`src/rtl/mux_scan_ctrl_if.sv`:
```
// mux_scan_ctrl_if: scan request/result bus for mux_scan_ctrl; MUX_SCAN_CHANGE_EN adds change/chg_irq
interface mux_scan_ctrl_if;
    logic        start;
    logic        cont;
    logic [15:0] mask;
    logic [3:0]  sel;
    logic        mux_in;
    logic        busy;
    logic        done;
    logic [15:0] data;
`ifdef MUX_SCAN_CHANGE_EN
    logic [15:0] change;
    logic        chg_irq;
`endif
    modport master (
        output start, cont, mask, mux_in,
        input  sel, busy, done, data
`ifdef MUX_SCAN_CHANGE_EN
        , input change, chg_irq
`endif
    );
    modport slave (
        input  start, cont, mask, mux_in,
        output sel, busy, done, data
`ifdef MUX_SCAN_CHANGE_EN
        , output change, chg_irq
`endif
    );
endinterface

```
`src/rtl/mux_scan_ctrl.sv`:
```
// mux_scan_ctrl: 16:1 mux scan sequencer building a 16-bit snapshot; MUX_SCAN_CHANGE_EN adds change/chg_irq outputs
module mux_scan_ctrl #(
    parameter int SETTLE = 1
) (
    input logic clk,
    input logic rst,
    mux_scan_ctrl_if.slave bus
);
    typedef enum logic [1:0] {ST_IDLE, ST_SETTLE, ST_SAMPLE, ST_DONE} state_t;
    state_t      state;
    logic [3:0]  cnt, sel_q, first_ch, nxt_ch;
    logic [15:0] mask_q, shadow, shadow_nx, up_mask, snap, data_q;
    logic        busy_q, done_q, launch, has_nxt, to_done;
    // next-channel search, merged sample and scan start/finish decisions
    always_comb begin
        shadow_nx = shadow;
        if (state == ST_SAMPLE) shadow_nx[sel_q] = bus.mux_in;
        up_mask = mask_q & ~((16'd2 << sel_q) - 16'd1);
        has_nxt = |up_mask;
        nxt_ch = '0;
        first_ch = '0;
        for (int i = 15; i >= 0; i--) begin
            if (up_mask[i]) nxt_ch = 4'(i);
            if (bus.mask[i]) first_ch = 4'(i);
        end
        launch = (state == ST_IDLE && bus.start) || (state == ST_DONE && bus.cont);
        to_done = (launch && bus.mask == '0) || (state == ST_SAMPLE && !has_nxt);
        snap = launch ? '0 : shadow_nx;
    end
    // scan FSM with registered sel/busy/done/data
    always_ff @(posedge clk) begin
        if (rst) begin
            state  <= ST_IDLE;
            cnt    <= '0;
            sel_q  <= '0;
            mask_q <= '0;
            shadow <= '0;
            data_q <= '0;
            busy_q <= 1'b0;
            done_q <= 1'b0;
        end else begin
            done_q <= to_done;
            shadow <= snap;
            if (launch) mask_q <= bus.mask;
            if (to_done) begin
                state  <= ST_DONE;
                data_q <= snap;
                busy_q <= 1'b0;
                sel_q  <= '0;
            end else if (launch || state == ST_SAMPLE) begin
                state  <= (SETTLE == 0) ? ST_SAMPLE : ST_SETTLE;
                sel_q  <= launch ? first_ch : nxt_ch;
                cnt    <= 4'(SETTLE);
                busy_q <= 1'b1;
            end else if (state == ST_SETTLE) begin
                if (cnt <= 4'd1) state <= ST_SAMPLE;
                else cnt <= cnt - 4'd1;
            end else if (state == ST_DONE) begin
                state <= ST_IDLE;
            end
        end
    end
    assign bus.sel  = sel_q;
    assign bus.busy = busy_q;
    assign bus.done = done_q;
    assign bus.data = data_q;
`ifdef MUX_SCAN_CHANGE_EN
    logic [15:0] change_q;
    logic        irq_q;
    // bit changes between consecutive snapshots, flagged alongside done
    always_ff @(posedge clk) begin
        if (rst) begin
            change_q <= '0;
            irq_q    <= 1'b0;
        end else begin
            irq_q <= to_done && |(snap ^ data_q);
            if (to_done) change_q <= snap ^ data_q;
        end
    end
    assign bus.change  = change_q;
    assign bus.chg_irq = irq_q;
`endif
endmodule

```
`src/flat_wrapper.sv`:
```
// flat-port wrapper written by rule: the top's interface ports become plain ports
module mux_scan_ctrl_flat 
#(
    parameter int SETTLE = 1
)
  (clk, rst, bus_start, bus_cont, bus_mask, bus_mux_in, bus_sel, bus_busy, bus_done, bus_data);
  mux_scan_ctrl_if bus_i ();
  input logic clk;
  input logic rst;
  input wire logic [$bits(bus_i.start)-1:0] bus_start;
  input wire logic [$bits(bus_i.cont)-1:0] bus_cont;
  input wire logic [$bits(bus_i.mask)-1:0] bus_mask;
  input wire logic [$bits(bus_i.mux_in)-1:0] bus_mux_in;
  output wire logic [$bits(bus_i.sel)-1:0] bus_sel;
  output wire logic [$bits(bus_i.busy)-1:0] bus_busy;
  output wire logic [$bits(bus_i.done)-1:0] bus_done;
  output wire logic [$bits(bus_i.data)-1:0] bus_data;
  assign bus_i.start = bus_start;
  assign bus_i.cont = bus_cont;
  assign bus_i.mask = bus_mask;
  assign bus_i.mux_in = bus_mux_in;
  assign bus_sel = bus_i.sel;
  assign bus_busy = bus_i.busy;
  assign bus_done = bus_i.done;
  assign bus_data = bus_i.data;
  mux_scan_ctrl #(.SETTLE(SETTLE)) u_core (.clk(clk), .rst(rst), .bus(bus_i));
endmodule
```
`config.mk`:
```
export PLATFORM = sky130hd
export DESIGN_NAME = mux_scan_ctrl_flat
export DESIGN_NICKNAME = d
export VERILOG_FILES = /design/src/rtl/mux_scan_ctrl_if.sv /design/src/rtl/mux_scan_ctrl.sv /design/src/flat_wrapper.sv
export SDC_FILE = /design/constraint.sdc
export NUM_CORES = 1
export LEC_CHECK = 0
export CORE_UTILIZATION = 55
export DETAILED_ROUTE_END_ITERATION = 8
export PLACE_DENSITY = 0.8
export SETUP_SLACK_MARGIN = 0.4
export SYNTH_ARGS = -nofsm -noshare
export SYNTH_HDL_FRONTEND = slang
export SYNTH_SLANG_ARGS = --single-unit
export TNS_END_PERCENT = 50
```
`constraint.sdc`:
```
create_clock -name clk -period 5 [get_ports clk]
set_input_delay 1 -clock clk [delete_from_list [all_inputs] [get_ports clk]]
set_output_delay 1 -clock clk [all_outputs]
set_load 0.01 [all_outputs]
```
# Yosys cells after proc, flatten, opt, wreduce, memory -nomap -nowiden
# Cells that the tools add are included.
[word_totals] ff_bits=60 input_bits=21 out_inout_bits=22 word_cells=85
[classes] addsub=2 order_cmp=3 eq_ne=5 n_shift=1 muxes=46 bitwise_logic=3 reduce_logical=17
[ops] cell="4-bit 2-to-1 mux" n=36
[ops] cell="16-bit 2-to-1 mux" n=2
[ops] cell="16-bit bitwise AND" n=1
[ops] cell="16-bit bitwise mux" n=1
[ops] cell="16-bit zero test" n=1
[ops] cell="16-bit NOT" n=1
[ops] cell="16-bit OR reduction" n=1
[ops] cell="2-bit by 4-bit left shift with 16-bit output (first input constant)" n=1
[ops] cell="16-bit by 1-bit subtractor with 16-bit output (second input constant)" n=1
[ops] cell="2-bit 2-to-1 mux" n=5
[ops] cell="1-bit logical AND" n=5
[ops] cell="4-bit by 5-bit less-than comparator with 1-bit output (second input constant)" n=1
[ops] cell="1-bit demux with 4-bit select" n=1
[ops] cell="2-bit == test (second input constant)" n=2
[ops] cell="4-bit by 1-bit greater-or-equal comparator with 1-bit output (second input constant)" n=1
[ops] cell="4-bit by 1-bit less-or-equal comparator with 1-bit output (second input constant)" n=1
[ops] cell="4-bit by 2-bit != test with 1-bit output (second input constant)" n=1
[ops] cell="4-bit nonzero test" n=1
[ops] cell="4-bit by 1-bit subtractor with 4-bit output (second input constant)" n=1
[ops] cell="1-bit logical OR" n=3
[ops] cell="3-bit AND reduction" n=1
[ops] cell="2-bit by 1-bit == test with 1-bit output (second input constant)" n=1
[ops] cell="2-bit zero test" n=1
[ops] cell="2-bit by 1-bit != test with 1-bit output (second input constant)" n=1
[ops] cell="other kinds (6)" n=6

# Depth between registers and ports, before layout
[logic_depth] ltp_word=21 mapped_depth=15 ltp_nobuf=9

# Least setup slack after synthesis
# OpenSTA, ideal clock, no wires.
[synth_timing] path_kind="flip-flop to flip-flop" startpoint="register u_core.sel_q[0] (netlist: u_core.bus.sel[0])" endpoint="register u_core.data_q[0] (netlist: u_core.bus.data[0])" setup_ns=0.121 t_arrival_ns=3.445 t_required_ns=4.879 path_slack_ns=1.434 path_stages_with_launch=15 path_buffers=5 period_less_slack_ns=3.566 path_cell_list="dfxtp_1 buf_2 clkbuf_1 nor2b_1 clkbuf_1 nand2_1 ha_1 buf_2 or4b_1 o211ai_1 o221ai_1 or3_4 o21ai_4 buf_8 mux2_4"
[synth_between] elab_chain_len=8 elab_cells_between_ends=16 cone_classes="1 x add/sub; 2 x order compare; 1 x shift; 5 x mux; 2 x bitwise; 5 x reduce/logical"
[synth_rtl] element="start, declared" line_no="mux_scan_ctrl.sv:11" rtl="logic [3:0] cnt, sel_q, first_ch, nxt_ch;"
[synth_rtl] element="start signal, assigned" line_no="mux_scan_ctrl.sv:52" rtl="sel_q <= launch ? first_ch : nxt_ch;"
[synth_rtl] element="2-bit by 4-bit left shift with 16-bit output" line_no="mux_scan_ctrl.sv:18" rtl="up_mask = mask_q & ~((16'd2 << sel_q) - 16'd1);"
[synth_rtl] element="16-bit by 1-bit subtractor with 16-bit output" line_no="mux_scan_ctrl.sv:18"
[synth_rtl] element="16-bit NOT" line_no="mux_scan_ctrl.sv:18"
[synth_rtl] element="16-bit bitwise AND" line_no="mux_scan_ctrl.sv:18"
[synth_rtl] element="16-bit OR reduction" line_no="mux_scan_ctrl.sv:19" rtl="has_nxt = |up_mask;"
[synth_rtl] element="1-bit zero test" line_no="mux_scan_ctrl.sv:27" rtl="to_done = (launch && bus.mask == '0) || (state == ST_SAMPLE && !has_nxt);"
[synth_rtl] element="1-bit logical AND" line_no="mux_scan_ctrl.sv:27"
[synth_rtl] element="1-bit logical OR" line_no="mux_scan_ctrl.sv:27"
[synth_rtl] element="end signal, assigned" line_no="mux_scan_ctrl.sv:47" rtl="data_q <= snap;"
[synth_rtl] element="end, declared" line_no="mux_scan_ctrl.sv:12" rtl="logic [15:0] mask_q, shadow, shadow_nx, up_mask, snap, data_q;"
# Parallel ways exist; a longest one is shown, timed or not.
# A chain may end at the register's enable or synchronous reset.

# Worst setup path in the final report
[layout_timing] startpoint="register u_core.sel_q[0] (netlist: u_core.bus.sel[0])" endpoint="register u_core.data_q[13] (netlist: u_core.bus.data[13])"
# Same word-level chain as after synthesis.

==> impl_metrics.yaml <==
worst_setup_path:
  crit_type: "flip-flop to flip-flop"
  cp.required_ns: 5.23
  r2r_cells: 9
  cp_max_fo: 23
  reg2reg_slack_ns: 0.85
  rr_endpoint: "u_core.bus.data[13]$_SDFFE_PP0P_"
  slowest_delay_ns: 0.78
  endpoint_kind: "flip-flop"
  cpMaxStageDelayCell: "dfxtp_1"
  start_kind: "flip-flop"
  crit_chain: "nor2b_1 -> nand2_1 -> ha_1 -> or4b_1 -> o211ai_1 -> o221ai_1 -> or3_4 -> o21ai_4 -> mux2_2"
  crit_arrival_ns: 4.38
  rr_startpoint: "u_core.bus.sel[0]$_SDFFE_PP0N_"
synthesis:
  synth.ff_latch_count: 59
  synthTopCellsByCount: "dfxtp_1, nand2_1, a21oi_1"
  yosys-top-cells-area: "dfxtp_1, a21oi_1, nand2_1"
  syn_inst: 397
  synth_top_cell_by_area: "dfxtp_1"
  async_flop_share: 0
  yosysMostFrequentCell: "dfxtp_1"
  syn_avg_cell_area_um2: 8.20
  synthFlopType: "dfxtp_1"
  synth_nets: 421
  synth_top_area_share: 0.363
  ys_types: 64
  synth_seq_area_share: 0.363
  synth_area_um2: 3260
  synth_edf_count: 0
  yosysWarnings: 0
grt:
  overflow: 0
  antenna_found_initial: 0
  track_usage: 0.276
  grt_max_degree: 34
  grt_pass1_wl_um: 13400
  first_global_vias: 2842
timing:
  min_period_ns: 4.15
  max_slew_margin: 0.255
  setup_violations: 0
  max_freq_ghz: 0.241
  finalMaxSlewViolations: 0
  worst_pin_slew_ns: 1.11
  rsz0062_at_grt: "no"
  finalSetupTns_ns: 0
  finClkSkew_ns: 0.00769
  hold_viol: 0
  post-route-period-util: 0.830
layout:
  ff_latch_area_um2: 1180
  fillers: 492
  nets: 455
  fin_cells: 508
  drive_gt1_frac: 0.101
  layout-area-overhead-vs-synth_pct: 19.9
  multi_input_area_um2: 1900
  design_area_um2: 3910
  antenna_cells: 0
clocking:
  post_cts_buffers: 0
  clk_pin_slew_worst_paths_ns: 0.07
  root_buffer: "clkbuf_8"
  ctsLongestPathBuffers: 2
  cts_made_buffers: 9
  ctsHoldBuffers: 0
  tritoncts: "yes"
  post_cts_resized: 0
  worstSkewPairLatency_ns: 0.34
  htree_levels: 3
  cts_sinks: 59
detailed_routing:
  post_drt_wl_per_cell_um: 15.7
  drtAntennaViolNets: 0
  dr.pass1.iters: 5
  dr_total_vias: 3059
  drtIter0Drc: 261
  routed_wl_um: 7990
  viasPerCell: 6.02
  drc_errors: 0
run_status:
  status: "finished clean"
worst_hold_path:
  hp-class: "flip-flop to flip-flop"
  min_path_cells: 2
  worstHoldStart: "u_core.mask_q[2]$_SDFFE_PP0N_"
  hold_end: "u_core.mask_q[2]$_SDFFE_PP0N_"
die:
  core.rowCount: 27
  start_util: 0.581
  core_area_um2: 5610
  ioPinCount: 43
  dieHeight_um: 79.0
  fp.dieArea_um2: 6230
  die-width_um: 79.0
power:
  cellPowerDensity_nw_per_um2: 371
  p_leak_nw: 1.48
  ir_worst_vdd_uv: 299
  power.total_mw: 1.45
flow_run:
  maxCapViolations: 0
place:
  io_buffers: 42
  dp.cells: 492
  gp_congestion: 0.897
  dp_hpwl_um: 5390
  post_dp_cell_area_um2: 3690
worst max-delay path: cells and delay by family (launching register included):
| kind | cells | cell delay, ns |
|---|---|---|
| adder cells (fa/ha/maj) | 1 | 0.40 |
| multiplexers | 1 | 0.41 |
| AND/OR/NAND/NOR | 4 | 1.49 |
| flip-flops | 1 | 0.78 |
| AO/OA/AOI/OAI | 3 | 0.95 |
stage by stage:
step	util	hold WS (ns)	setup slack, ns
2_1_floorplan	-	0.427	1.43
3_3_place_gp	0.659	0.455	0.971
6_report	0.697	0.467	0.852
5_1_grt	0.697	0.503	0.537
3_5_place_dp	0.659	0.461	0.858
4_1_cts	0.697	0.470	0.851
cell usage in the layout (no fill, tap or decap), types with 3 or more instances in the layout:
cell type / count
a21oi_1: 43
a22oi_1: 3
a32oi_1: 10
and2_1: 6
buf_4: 8
clkbuf_8: 12
clkdlybuf4s50_1: 42
dfxtp_1: 59
ha_1: 3
inv_1: 10
mux2_1: 5
mux2_4: 10
mux2i_1: 5
nand2_1: 47
nand2b_1: 5
nand3_1: 13
nand4_1: 4
nor2_1: 32
nor2b_1: 21
nor3_1: 12
nor3b_1: 3
nor4_1: 7
o211ai_1: 5
o21ai_0: 16
o311a_1: 3
o31ai_1: 3
state kept, by name, indices dropped and copies added (netlist names):
signal,cells
u_core.state,2
u_core.bus.data,16
u_core.mask_q,15
u_core.cnt,4
u_core.shadow,16
u_core.bus.busy,1
u_core.bus.sel,4
u_core.bus.done,1
worst max-delay path by stage:
| stage | cells after the start | slack (ns) | end | from |
|---|---|---|---|---|
| floorplan | 14 | 1.43 | u_core.bus.data[0]$_SDFFE_PP0P_ | u_core.bus.sel[0]$_SDFFE_PP0N_ |
| global placement | 9 | 0.97 | u_core.bus.data[13]$_SDFFE_PP0P_ | u_core.bus.sel[0]$_SDFFE_PP0N_ |
| detailed placement | 9 | 0.86 | u_core.bus.data[13]$_SDFFE_PP0P_ | u_core.bus.sel[0]$_SDFFE_PP0N_ |
| CTS | 9 | 0.85 | u_core.bus.data[13]$_SDFFE_PP0P_ | u_core.bus.sel[0]$_SDFFE_PP0N_ |
| global route | 9 | 0.54 | u_core.bus.data[13]$_SDFFE_PP0P_ | u_core.bus.sel[0]$_SDFFE_PP0N_ |
| finish | 9 | 0.85 | u_core.bus.data[13]$_SDFFE_PP0P_ | u_core.bus.sel[0]$_SDFFE_PP0N_ |
metal layers:
layer | vias up | routed length, µm | global-route usage
li1 | 1508 | - | -
met1 | 1459 | 3630 | 0.348
met2 | 82 | 3840 | 0.457
met3 | 10 | 423 | 0.0793
met4 | 0 | 92 | 0.0818
met5 | - | 0 | 0
cells by family after synthesis:
kind of cell,count (synthesis),share of synthesized area
buffers and inverters,38,0.0538
AND/OR/NAND/NOR,162,0.253
flip-flops,59,0.363
AO/OA/AOI/OAI,111,0.229
XOR/XNOR,3,0.00807
adder cells (fa/ha/maj),3,0.0115
multiplexers,21,0.0822
power by group:
| group | switching [mW] | internal, mW | leakage [nW] |
|---|---|---|---|
| registers | 0.0388 | 0.498 | 0.479 |
| clock network | 0.190 | 0.269 | 0.108 |
| logic | 0.272 | 0.182 | 0.889 |
| total | 0.501 | 0.949 | 1.48 |
final cells by class:
class | count | share of cell area
multi-input cells | 300 | 0.487
inverters | 11 | 0.0106
well taps | 72 | 0.0231
clock inverters | 4 | 0.0122
flip-flops and latches | 59 | 0.302
repair buffers | 50 | 0.123
clock buffers | 12 | 0.0423
Note: power is estimated with default switching activity, not from simulation.
